[config.mk]
export PLATFORM = sky130hd
export DESIGN_NAME = seq_gen_tx
export DESIGN_NICKNAME = d
export VERILOG_FILES = /design/src/rtl/seq_gen_tx.sv
export SDC_FILE = /design/constraint.sdc
export NUM_CORES = 1
export LEC_CHECK = 0
export ABC_AREA = 0
export CAP_MARGIN = 20
export CELL_PAD_IN_SITES_DETAIL_PLACEMENT = 1
export CELL_PAD_IN_SITES_GLOBAL_PLACEMENT = 2
export CORE_AREA = 2 2 62 70
export CTS_CLUSTER_DIAMETER = 60
export DETAILED_ROUTE_END_ITERATION = 8
export DIE_AREA = 0 0 64 72
export PLACE_DENSITY = 0.83
export SYNTH_ARGS = -nofsm -noshare
export SYNTH_HDL_FRONTEND = slang
export SYNTH_SLANG_ARGS = --single-unit
[constraint.sdc]
create_clock -name clk -period 2.55 [get_ports clk]
set_clock_uncertainty 0.2 [all_clocks]
set_input_delay 0.6375 -clock clk [delete_from_list [all_inputs] [get_ports clk]]
set_output_delay 0.6375 -clock clk [all_outputs]
set_load 0.03 [all_outputs]
[src/rtl/seq_gen_tx.sv]
// ---------------------------------------------------------------------------
// seq_gen_tx
//
// Framed serial transmitter with a frame repeat count.  A load latches a
// WIDTH-bit payload plus a repeat count.  The block then sends 1 to 4
// identical frames back to back.  Each frame is:
//   start (x=1), WIDTH data bits MSB first, stop (x=0).
// Every bit is held for CLKS_PER_BIT clocks.  When the block is idle, x
// rests at 0.
//
// Parameters
//   WIDTH         data bits per frame (>= 1)
//   CLKS_PER_BIT  clocks each serial bit is held (>= 1)
//
// Ports
//   clk       clock; all state changes on its rising edge
//   rst       synchronous, active-high reset
//   in_valid  load request present on in_data / in_rep
//   in_ready  block is IDLE and will accept a load this cycle
//   in_data   payload to serialize
//   in_rep    number of frames minus one (0..3)
//   x         registered serial line output
//   busy      transmission in progress (inverse of in_ready)
//   done      one-cycle pulse on the final cycle of the last stop bit
// ---------------------------------------------------------------------------
module seq_gen_tx #(
   parameter int WIDTH        = 8,
   parameter int CLKS_PER_BIT = 1
) (
   input  logic             clk,
   input  logic             rst,
   input  logic             in_valid,
   output logic             in_ready,
   input  logic [WIDTH-1:0] in_data,
   input  logic [1:0]       in_rep,
   output logic             x,
   output logic             busy,
   output logic             done
);

   // Counter widths are kept at least one bit, so that WIDTH=1 and
   // CLKS_PER_BIT=1 still produce legal vectors.
   localparam int PW = (CLKS_PER_BIT > 1) ? $clog2(CLKS_PER_BIT) : 1;
   localparam int BW = (WIDTH > 1) ? $clog2(WIDTH) : 1;
   localparam logic [PW-1:0] PER_LAST = PW'(CLKS_PER_BIT - 1);
   localparam logic [BW-1:0] BIT_LAST = BW'(WIDTH - 1);

   typedef enum logic [1:0] {
      IDLE  = 2'd0,
      START = 2'd1,
      DATA  = 2'd2,
      STOP  = 2'd3
   } state_t;

   state_t           state, state_nx;
   logic [WIDTH-1:0] shreg, shreg_nx;
   logic [WIDTH-1:0] hold, hold_nx;     // untouched copy of the payload, reused on every repeat
   logic [BW-1:0]    bit_cnt, bit_cnt_nx;
   logic [PW-1:0]    per_cnt, per_cnt_nx;
   logic [1:0]       rep_cnt, rep_cnt_nx;
   logic             x_nx;
   logic             bit_end;

   // bit_end marks the last clock of the bit currently on the line.
   assign bit_end  = (per_cnt == PER_LAST);
   assign in_ready = (state == IDLE);
   assign busy     = ~in_ready;
   assign done     = (state == STOP) && bit_end && (rep_cnt == 2'd0);

   always_comb begin
      state_nx   = state;
      shreg_nx   = shreg;
      hold_nx    = hold;
      bit_cnt_nx = bit_cnt;
      rep_cnt_nx = rep_cnt;
      per_cnt_nx = '0;
      x_nx       = 1'b0;

      // The bit-period counter restarts at every bit boundary.  Because of
      // that restart, it can never count past PER_LAST.
      if (state != IDLE && !bit_end)
         per_cnt_nx = per_cnt + 1'b1;

      case (state)
         IDLE: begin
            if (in_valid) begin
               shreg_nx   = in_data;
               hold_nx    = in_data;
               rep_cnt_nx = in_rep;
               bit_cnt_nx = '0;
               state_nx   = START;
            end
         end
         START: begin
            if (bit_end) begin
               bit_cnt_nx = '0;
               state_nx   = DATA;
            end
         end
         DATA: begin
            if (bit_end) begin
               shreg_nx = shreg << 1;
               if (bit_cnt == BIT_LAST)
                  state_nx = STOP;
               else
                  bit_cnt_nx = bit_cnt + 1'b1;
            end
         end
         STOP: begin
            if (bit_end) begin
               if (rep_cnt != 2'd0) begin
                  // Repeat: rebuild the shift register from the held copy.
                  // The live in_data port may have changed since the load.
                  rep_cnt_nx = rep_cnt - 2'd1;
                  shreg_nx   = hold;
                  state_nx   = START;
               end else begin
                  state_nx = IDLE;
               end
            end
         end
         default: state_nx = IDLE;
      endcase

      // x is decoded from the next state and next shift register, then
      // registered.  The registered x therefore matches the state it
      // belongs to, with no glitches.
      case (state_nx)
         START:   x_nx = 1'b1;
         DATA:    x_nx = shreg_nx[WIDTH-1];
         default: x_nx = 1'b0;
      endcase
   end

   always_ff @(posedge clk) begin
      if (rst) begin
         state   <= IDLE;
         shreg   <= '0;
         hold    <= '0;
         bit_cnt <= '0;
         per_cnt <= '0;
         rep_cnt <= '0;
         x       <= 1'b0;
      end else begin
         state   <= state_nx;
         shreg   <= shreg_nx;
         hold    <= hold_nx;
         bit_cnt <= bit_cnt_nx;
         per_cnt <= per_cnt_nx;
         rep_cnt <= rep_cnt_nx;
         x       <= x_nx;
      end
   end

endmodule
---- Word level (Yosys, flattened, before mapping) ----
Index checks and enable logic that the tools add are counted.
storage, ports and cells
  register bits after elaboration ......... 25
  input port bits ......................... 13
  output and inout bits ................... 4
cells by class
  add/sub/neg operators ................... 3
  equal/unequal tests ..................... 12
  mux-type cells .......................... 22
  bitwise gates (word level) .............. 3
  reductions and logical operators ........ 15
operator list
  operator                                                count
  2-to-1 mux 8 bit                                        4
  one-hot mux 8 bit (3 select lines)                      1
  2-to-1 mux 2 bit                                        8
  2-to-1 mux 3 bit                                        4
  inequality test 2 bit (second input constant)           5
  AND reduction 5 bit                                     2
  one-hot mux 3 bit (3 select lines)                      1
  one-hot mux 2 bit (4 select lines)                      1
  == test 2 bit (second input constant)                   3
  nonzero test 2 bit                                      3
  nonzero test 3 bit                                      2
  == test 2 x 1 -> 1 bit (second input constant)          2
  logical NOT 2 bit                                       2
  one-hot mux 2 bit (2 select lines)                      1
  AND reduction 4 bit                                     1
  adder 3 x 1 -> 3 bit (second input constant)            1
  == test 3 bit (second input constant)                   1
  logical AND 1 bit                                       3
  inverter 1 bit                                          3
  inequality test 2 x 1 -> 1 bit (second input constant)  1
  one-hot mux 1 bit (2 select lines)                      1
  AND reduction 2 bit                                     1
  OR reduction 2 bit                                      1
  subtractor 2 x 1 -> 2 bit (second input constant)       1
  2 further kinds                                         2

---- Depth between registers and ports, before layout ----
  depth in word-level cells ............... 6
  depth in mapped cells ................... 9

---- Least setup slack after synthesis ----
Ideal clock, no wire load.
  path kind ............................... register to output
  start point ............................. reg state[1]
  end point ............................... out done
  data arrival time ....................... 1.353 ns
  slack ................................... 0.359 ns
  stages on the path, launching flop included .. 4
  buffers on the path ..................... 1
  cell sequence ........................... dfxtp_1 buf_2 nand2_1 nor3_1
between the ends
  word-level cells in the longest chain between the ends .. 3
RTL lines
  what                            line  RTL
  start, declared                 55    state_t state, state_nx;
  start signal, assigned          145   state <= state_nx;
  == test 2 bit                   68    assign done = (state == STOP) && bit_end && (rep_cnt == 2'd0);
  logical AND 1 bit (2 in a row)  68
  end, declared                   38    output logic done
Every way passes these cells.

---- Worst setup path in the final report ----
  start point ............................. reg state[1]
  end point ............................... out in_ready
between the ends
  word-level cells in the longest chain between the ends .. 1
RTL lines
  what               line  RTL
  logical NOT 2 bit  66    assign in_ready = (state == IDLE);
  end, declared      33    output logic in_ready,
Every way passes these cells.

==> out/summary.txt <==
clock power share: 0.278
most frequent cells in the layout: 27 x nand2_1, 25 x dfxtp_1, 15 x clkdlybuf4s50_1
DP Worst Slack: 83.5 ps
HP Class: register to register
Arr. time, crit path: 1660 ps
post-route clock period utilization: 0.980
minimum clock period: 2500 ps
Antenna Nets Post-Route: 0
Synth Warn #: 0
RSZ-0062 raised after global routing: false
CP Buf/Inv Count: 2
Internal: 0.607 mW
antenna cell count: 0
register area: 500 sq um
commonest non-fill, non-tap cell in the layout: nand2_1
CTS Sinks: 25
HP Start: hold[5]
Post-synth EDFFs: 0
slowest cell on the critical path: clkdlybuf4s50_1
Hold Path Sink: hold[5]
Pleak: 0.565 nW
R2R Setup Slk: 390 ps
critical path capture point type: output port
DR vias: 1020
CP Max Fanout: 3
die width: 64 microns
Chip Height: 72 microns
Worst-path clk slew: 90 ps
Levels on crit path: 3
R2R Path End: x
multi-input logic area: 596 sq um
Gate Count Post-Synth: 138
initial antenna violation count: 0
clock tree buffer depth: 2
non-filler cells, final: 210
setup ws final: 51.1 ps
total power: 0.844 mW
combinational share of power: 0.210
routed wire length: 2920 microns
worst hold path depth: 2
Peak VDD IR: 0.299 mV
nets@finish: 177
Fmax: 400 MHz
CTS root buf: clkbuf_8
slowest stage delay, CP: 670 ps
DRT iter0 DRCs: 35
H-tree levels: 1
PwrDens: 585 nW/um^2
Cell Rows: 24
gr ovfl total: 0
clock tree from TritonCTS: yes
Synth Cell Area: 1160 sq um
crit start category: register
Net Sw Frac: 0.280
Final Hold Viols: 0
RR Startpoint: state[0]
max_cap viols: 0
hpwl dp: 2240 microns
DR DRC count: 0
Setup TNS: 0 ps
GP Congestion: 0.783
drt via density: 4.86
Hold Slack: 265 ps
Synth-to-Final Area Change: 24.5%
Slew Viols, Final: 0
DR WL/cell: 13.9 microns
Area after DPL: 1400 sq um
Port Buffers: 16
Post-Syn Nets: 156
final instance area: 1440 sq um
R2R depth: 8
final setup vio count: 0
first-pass GRT wire length: 4940 microns
asr flop ratio synth: 0
Clk Latency, worst-skew pair: 270 ps
kind of critical path: register to output port
status: completed
FF+latch count, synth: 25
Inst Count DP: 206
Layout fillers: 467
Seq pwr share: 0.511
sw power: 0.237 mW
Synth Flop Type: dfxtp_1
via count of the first global-routing pass: 1094
Initial Util: 0.299
final core occ: 0.373
worst-path cell chain: or2_2 > inv_1 > clkdlybuf4s50_1
Die Area: 4610 sq um
count of cell types in the netlist: 35
Tot GR Track Use: 0.136
CP required: 1710 ps
CTS Buf Count: 3
core area: 3870 sq um
I/O pin count: 17
Synth Area per Inst: 8.40 sq um
largest net degree at the start of global routing: 20
TritonRoute pass-1 iters: 3
Seq/Total Area, Yosys: 0.431
share of layout cells above drive strength 1: 0.101
family with the most delay on the worst path: buffers and inverters
==> routing by layer <==
metal  vias up  share of wire  GRT usage
li1        521              -          -
met1       483           0.43      0.148
met2        14           0.53      0.263
met3         2          0.030     0.0264
met4         0         0.0058     0.0386
met5         -              0          0
==> worst reg2reg max path, stage by stage (launching register included) <==
cell      delay [ps]
dfxtp_1          350
buf_4            220
nor2_1           150
a22o_1           240
a221oi_2         340
ha_1             290
nor2_1           130
nand2_1           70
o21ai_1          100
==> power groups by stage <==
stage | clock network, mW | registers (mW) | logic [mW]
2_1_floorplan | 0 | 0.440 | 0.108
3_3_place_gp | 0 | 0.439 | 0.174
3_5_place_dp | 0 | 0.441 | 0.181
4_1_cts | 0.243 | 0.432 | 0.181
5_1_grt | 0.260 | 0.435 | 0.198
6_report | 0.235 | 0.432 | 0.178
==> cell usage after synthesis, types with 2 or more instances <==
library cell	instances	share of area
nand2b_1	3	0.016
ha_1	5	0.054
nand3_1	6	0.026
buf_2	3	0.013
nor2_1	9	0.029
dfxtp_1	25	0.43
a2bb2oi_1	2	0.015
a22oi_1	7	0.045
nand2_1	27	0.087
a31oi_1	6	0.032
buf_4	2	0.013
a21oi_1	13	0.056
inv_1	7	0.023
clkbuf_1	2	0.0065
==> worst max-delay path by stage <==
stage / end / from / slack, ps
5_1_grt: in_ready / state[1] / 10
2_1_floorplan: done / state[1] / 360
6_report: in_ready / state[1] / 50
3_3_place_gp: x / in_valid / 140
3_5_place_dp: x / in_valid / 80
4_1_cts: in_ready / state[1] / 40
==> registers in the layout (all words and copies together), names as in the netlist <==
register / count
shreg: 8
per_cnt: 1
hold: 8
state: 2
rep_cnt: 2
x: 1
bit_cnt: 3
==> layout make-up <==
class / instances / area share
clock buffers: 4 / 0.0312
inverters: 7 / 0.0182
multi-input cells: 99 / 0.412
flip-flops and latches: 25 / 0.347
well taps: 52 / 0.0451
repair buffers: 23 / 0.146
==> logic make-up (layout without fill, tap and decap cells) <==
logic type               count (synthesis)  in the layout  synth area share
AO/OA/AOI/OAI                           37             37             0.218
XOR/XNOR                                 1              1           0.00755
adder cells (fa/ha/maj)                  5              5            0.0539
buffers and inverters                   14             34            0.0550
flip-flops                              25             25             0.431
other                                    1              1           0.00323
AND/OR/NAND/NOR                         55             55             0.231
==> what timing repair did <==
action	4_1_cts	5_1_grt
hold buffers	0	0
endpoints found under the setup margin	1	0
hold endpoints to repair	0	0
gates resized for setup	1	0
setup buffers	0	0
Power figures use the tool's default switching activity.
